--- src/rtl/fifo_serial_tx.sv ---
// rtl/fifo_serial_tx.sv - FIFO drain stage sending bytes as async serial frames
// Pops one byte, waits for the registered read data, then shifts out start/data/parity/stop bits.
module fifo_serial_tx #(
    parameter int CLKS_PER_BIT = 8,
    parameter int PARITY_EN    = 0,
    parameter int STOP_BITS    = 1
) (
    input  logic       clk,
    input  logic       rst_n,
    input  logic       enable,
    input  logic       fifo_empty,
    input  logic [7:0] fifo_rd_data,
    output logic       fifo_rd_en,
    output logic       tx,
    output logic       busy,
    output logic       frame_done
);

    typedef enum logic [2:0] {
        IDLE   = 3'd0,
        POP    = 3'd1,
        WAIT   = 3'd2,
        START  = 3'd3,
        DATA   = 3'd4,
        PARITY = 3'd5,
        STOP   = 3'd6
    } state_t;

    localparam logic [7:0] BAUD_MAX  = 8'(CLKS_PER_BIT - 1);
    localparam logic [2:0] STOP_LAST = 3'(STOP_BITS - 1);

    state_t     state_q, state_d;
    logic [7:0] baud_q, baud_d;
    logic [2:0] bit_q, bit_d;
    logic [7:0] shift_q, shift_d;
    logic       par_q, par_d;
    logic       tx_q, tx_d;
    logic       rd_en_q, rd_en_d;
    logic       busy_q, busy_d;
    logic       done_q, done_d;
    logic       bit_end;

    assign bit_end = (baud_q == BAUD_MAX);

    always_ff @(posedge clk or negedge rst_n) begin
        if (!rst_n) begin
            state_q <= IDLE;
            baud_q  <= '0;
            bit_q   <= '0;
            shift_q <= '0;
            par_q   <= 1'b0;
            tx_q    <= 1'b1;
            rd_en_q <= 1'b0;
            busy_q  <= 1'b0;
            done_q  <= 1'b0;
        end else begin
            state_q <= state_d;
            baud_q  <= baud_d;
            bit_q   <= bit_d;
            shift_q <= shift_d;
            par_q   <= par_d;
            tx_q    <= tx_d;
            rd_en_q <= rd_en_d;
            busy_q  <= busy_d;
            done_q  <= done_d;
        end
    end

    always_comb begin
        state_d = state_q;
        case (state_q)
            IDLE:    if (enable && !fifo_empty) state_d = POP;
            POP:     state_d = WAIT;
            WAIT:    state_d = START;
            START:   if (bit_end) state_d = DATA;
            DATA:    if (bit_end && bit_q == 3'd7) state_d = (PARITY_EN != 0) ? PARITY : STOP;
            PARITY:  if (bit_end) state_d = STOP;
            STOP:    if (bit_end && bit_q == STOP_LAST) state_d = IDLE;
            default: state_d = IDLE;
        endcase
    end

    // Registered outputs and datapath: every bit state shares the same baud counter.
    always_comb begin
        baud_d  = '0;
        bit_d   = bit_q;
        shift_d = shift_q;
        par_d   = par_q;
        tx_d    = tx_q;
        rd_en_d = 1'b0;
        busy_d  = busy_q;
        done_d  = 1'b0;
        case (state_q)
            IDLE: begin
                tx_d = 1'b1;
                if (state_d == POP) begin
                    rd_en_d = 1'b1;
                    busy_d  = 1'b1;
                end
            end
            WAIT: begin
                shift_d = fifo_rd_data;
                par_d   = ^fifo_rd_data;
                tx_d    = 1'b0;
            end
            START, DATA, PARITY, STOP: begin
                baud_d = bit_end ? 8'd0 : baud_q + 8'd1;
                if (bit_end) begin
                    case (state_q)
                        START: begin
                            tx_d    = shift_q[0];
                            shift_d = shift_q >> 1;
                            bit_d   = 3'd0;
                        end
                        DATA: begin
                            if (bit_q == 3'd7) begin
                                tx_d  = (PARITY_EN != 0) ? par_q : 1'b1;
                                bit_d = 3'd0;
                            end else begin
                                tx_d    = shift_q[0];
                                shift_d = shift_q >> 1;
                                bit_d   = bit_q + 3'd1;
                            end
                        end
                        PARITY: begin
                            tx_d  = 1'b1;
                            bit_d = 3'd0;
                        end
                        default: begin
                            if (bit_q == STOP_LAST) begin
                                busy_d = 1'b0;
                                done_d = 1'b1;
                            end else begin
                                bit_d = bit_q + 3'd1;
                            end
                        end
                    endcase
                end
            end
            default: ;
        endcase
    end

    assign fifo_rd_en = rd_en_q;
    assign tx         = tx_q;
    assign busy       = busy_q;
    assign frame_done = done_q;

endmodule

--- config.mk ---
export PLATFORM = sky130hd
export DESIGN_NAME = fifo_serial_tx
export DESIGN_NICKNAME = d
export VERILOG_FILES = /design/src/rtl/fifo_serial_tx.sv
export SDC_FILE = /design/constraint.sdc
export NUM_CORES = 1
export LEC_CHECK = 0
export ABC_AREA = 1
export CORE_ASPECT_RATIO = 0.75
export CORE_MARGIN = 2
export CORE_UTILIZATION = 59
export DETAILED_ROUTE_END_ITERATION = 10
export PLACE_DENSITY = 0.87
export REMOVE_ABC_BUFFERS = 1
export SLEW_MARGIN = 20
export SYNTH_ARGS = -nofsm -noshare
export SYNTH_HDL_FRONTEND = slang
export SYNTH_SLANG_ARGS = --single-unit
--- constraint.sdc ---
create_clock -name clk -period 2.5 [get_ports clk]
set_input_delay 0.5 -clock clk [delete_from_list [all_inputs] [get_ports clk]]
set_output_delay 0.5 -clock clk [all_outputs]
set_load 0.05 [all_outputs]
* Word-level counts from Yosys, hierarchy flattened
Cells that the tools add are included.
Widths: inputs -> output; s select.
** Word-level totals
- Bits in registers :: 26
- Word-level logic and storage cells :: 73
- Input port bits :: 12
** Cells by class
- Eq/ne operators :: 17
- Add/subtract/negate cells :: 2
- Reductions and logical operators :: 16
- Muxes and demuxes :: 30
** Operators by type and width (number)
- $mux 8 :: 4
- $pmux 8 s2 :: 2
- $mux 3 :: 7
- $pmux 3 s7 :: 1
- $eq 3x3->1 const B :: 4
- $mux 1 :: 12
- $add 8x1->8 const B :: 1
- $eq 8x3->1 const B :: 1
- $ne 2x2->1 const B :: 4
- $eq 3x1->1 const B :: 2
- $eq 3x2->1 const B :: 2
- $logic_not 3->1 :: 2
- $ne 3x3->1 const B :: 2
- $pmux 1 s3 :: 2
- $pmux 3 s2 :: 1
- $reduce_and 3->1 :: 2
- $reduce_and 5->1 :: 1
- $ne 4x4->1 const B :: 1
- $reduce_and 4->1 :: 1
- $reduce_bool 2->1 :: 2
- $reduce_or 4->1 :: 1
- $add 3x1->3 const B :: 1
- $logic_and 1x1->1 :: 3
- $ne 3x2->1 const B :: 1
- other kinds (5) :: 5

* Longest topological paths before layout
- Depth in word-level cells :: 7
- Depth in mapped cells :: 9

* Worst setup path after synthesis
Ideal clock, no wire load.
- Path kind :: reg-to-reg
- Start point :: register baud_q[0]
- End point :: register shift_q[0]
- Stages on the path, launching flop included :: 9
- Period minus slack after synthesis :: 1388 ps
- Data arrival time :: 1323 ps
- Library setup time :: 65 ps
- Required time :: 2435 ps
- Path slack :: 1112 ps
- Cell sequence :: dfrtp_1 > ha_1 > nand2_1 > nor2_1 > nand2_1 > nand2_1 > nand2_2 > nand2_1 > nand2_1
** On the way
- Word-level cells in the longest chain between the ends :: 3
** Ends and longest elaborated chain
- from (decl) :: line 33 : logic [7:0] baud_q, baud_d;
- from (signal assigned) :: line 58 : baud_q <= baud_d;
- $eq 8x3->1 :: line 43 : assign bit_end = (baud_q == BAUD_MAX);
- $ne 2x2->1 (no source line)
- $reduce_and 4->1 (no source line)
- to (signal assigned) :: line 60 : shift_q <= shift_d;
- to (decl) :: line 35 : logic [7:0] shift_q, shift_d;
Every way passes these cells.
A chain may end at the register's enable or synchronous reset.

* Final worst setup path
- Start point :: register tx_q, in the netlist tx
- End point :: output tx
** RTL lines
- from (decl) :: line 37 : logic tx_q, tx_d;
- from (signal assigned) :: line 62 : tx_q <= tx_d;
- to (decl) :: line 14 : output logic tx,
No word-level cell between the ends.

==> run_results.csv <==
group,metric,value,unit
job,cap_viol_max_count,0,
floorplanning,die_area,2865,sq um
clock_tree,worstSkewPairLatency,0.33,ns
worst_hold_path,min_from,"baud_q[0]",
global_route,grt_pass1_wl,4712,um
layout,drive_above_1_share,0.09953,
global_route,grt_overflow,0,
worst_setup_path,crit_required,2.00,ns
floorplanning,die_x,61.15,um
clock_tree,h-tree-depth,1,
clock_tree,clkTransAtPathRegs,0.15,ns
global_route,grt_antenna_before_repair,0,
clock_tree,cts_resized,0,
routing,routed_wl,2767,um
worst_setup_path,path_buf_inv,1,
worst_setup_path,r2r-end,"shift_q[5]",
layout,area_delta_synth_final,14.81,%
outcome,status,"finished clean",
routing,detail-route-antenna-nets,0,
layout,mostFrequentLayoutCells,"nand2_1, nor2_1, dfrtp_1",
sta,whs,0.4753,ns
yosys,netlist_area,1445,sq um
sta,final_max_slew_viol_count,0,
routing,post_drt_wl_per_cell,11.29,um
sta,final.min_clock_period,2.157,ns
worst_setup_path,r2r_cells,8,
worst_setup_path,arrival,1.66,ns
floorplanning,core,2308,sq um
worst_hold_path,holdPathStages,1,
pwr,p_per_area,407.4,nW/um^2
routing,num_vias,1212,
clock_tree,cts_max_path_buffers,2,
placed_design,dp_hpwl,2062,um
clock_tree,cts_root_buf,"clkbuf_4",
worst_setup_path,path_max_fanout,2,
worst_setup_path,path_class,"flip-flop to output port",
sta,rsz0062_at_grt,"no",
worst_setup_path,end_kind,"output port",
sta,fin_skew,0.01385,ns
sta,finalSetupViolations,0,
worst_setup_path,critical_path.top_delay_family,"buffers and inverters",
worst_setup_path,cp_slowest_cell,"clkdlybuf4s50_1",
yosys,synth_top_area_frac,0.4329,
yosys,yosysTopAreaCell,"dfrtp_1",
floorplanning,ios,16,
worst_setup_path,timing.rr.start,"baud_q[0]",
floorplanning,die_y,46.86,um
clock_tree,clkSinkCount,26,
pwr,leakage,0.8832,nW
sta,slew_headroom,0.6655,
clock_tree,cts_setup_buffers,0,
sta,final-hold-violation-count,0,
worst_hold_path,hold_path_end,"baud_q[0]",
worst_setup_path,start_kind,"flip-flop",
global_route,grt_max_degree,27,
placed_design,place.gp.congestion,0.8503,
clock_tree,cts_tree,"built",
worst_setup_path,worst-r2r-setup-slack,0.82,ns
yosys,ys_ff_latch,26,
sta,tns,0,ns
sta,worstMarginPinSlew,0.5002,ns
sta,fmax,0.4636,GHz
floorplanning,start_util,0.6260,
layout,layout_commonest_cell,"nand2_1",
pwr,power,0.0006760,W
routing,drt_iter0_drc,48,
pwr,peakVddDrop,0.0003015,V
yosys,synth.distinct_cells,22,
yosys,avgSynthCellArea,7.488,sq um
clock_tree,numCtsBuffers,3,
clock_tree,hold_buffers,0,
floorplanning,row_count,15,
worst_setup_path,path_cells,"clkdlybuf4s50_1",
yosys,yosysWarnings,0,
routing,viasPerCell,4.947,
worst_hold_path,hp-class,"flip-flop to flip-flop",
global_route,grt_pass1_vias,1116,
layout,num-nets-final,228,
yosys,synthTopCellsByArea,"dfrtp_1, nand2_1, nor2_1",
sta,final.period_utilization,0.8629,
routing,firstDrtPassIters,4,
placed_design,port_buffers,15,
yosys,syn_inst,193,
layout,antenna_cells,0,
routing,drc,0,
yosys,synth_seq_area_share,0.4511,
worst_setup_path,slowest_delay,0.79,ns
global_route,grt_use_total,0.2259,
power by group:
part / internal (W) / leakage (nW) / switching (W) / total (W)
clock: 0.0000891 / 0.0210 / 0.000125 / 0.000214
sequential: 0.000424 / 0.329 / 0.00000167 / 0.000426
combinational: 0.0000194 / 0.533 / 0.0000160 / 0.0000355
cell type report:
cell class	count	area (sq um)
inverter	25	93.84
sequential	26	651.9
timing repair buffer	16	157.7
multi-input combinational	140	676.9
tap	34	42.54
fill	167	649.4
clock buffer	4	36.28
sequential cells by signal, summed over array words and instances (netlist names):
register    cells
baud_q          8
frame_done      1
fifo_rd_en      1
state_q         3
tx              1
busy            1
shift_q         8
bit_q           3
synthesized netlist by cell type:
| cell | count |
|---|---|
| a21oi_4 | 1 |
| nor2_1 | 27 |
| nor3_1 | 2 |
| xor2_1 | 2 |
| nand2_4 | 2 |
| ha_1 | 4 |
| o21ai_1 | 3 |
| inv_2 | 5 |
| o211ai_1 | 2 |
| nor2_4 | 1 |
| buf_6 | 2 |
| dfstp_2 | 1 |
| nand3_1 | 9 |
| dfrtp_1 | 25 |
| nand3_4 | 1 |
| o21ai_0 | 8 |
| nor2_2 | 1 |
| inv_1 | 20 |
| nand2_1 | 71 |
| nand3_2 | 2 |
| nand2_2 | 2 |
| a21oi_1 | 2 |
worst max-delay path by stage:
| stage | startpoint | slack (ns) | to | cells past startpoint |
|---|---|---|---|---|
| 4_1_cts | tx | 0.34 | tx | 1 |
| 3_5_place_dp | tx | 0.70 | tx | 1 |
| 3_3_place_gp | tx | 0.70 | tx | 1 |
| 5_1_grt | tx | 0.30 | tx | 1 |
| 6_report | tx | 0.34 | tx | 1 |
| 2_1_floorplan | baud_q[0] | 1.11 | shift_q[0] | 8 |
per-layer routing:
metal,track usage,up-vias,routed length [um]
li1,-,630,-
met2,0.3872,32,1342
met3,0.06336,4,133
met5,0,-,0
met4,0.05652,0,25
met1,0.2867,546,1265
logic make-up (layout without fill, tap and decap cells):
group	Yosys count	count (layout)	share of synthesized area
simple gates	118	118	0.3550
buf+inv	27	45	0.08052
flops	26	26	0.4511
compound gates	16	16	0.06667
fa+ha+maj	4	4	0.03463
xor+xnor	2	2	0.01212
stage by stage:
stage               setup slack, ns    util  std cells  instance area (sq um)
global placement             0.7044  0.7030        241                   1623
CTS                          0.3364  0.7187        245                   1659
global route                 0.2986  0.7187        245                   1659
finish                       0.3428  0.7187        245                   1659
floorplan                     1.112       -        191                   1423
detailed placement           0.7050  0.7030        241                   1623
Note: power is estimated with default switching activity, not from simulation.
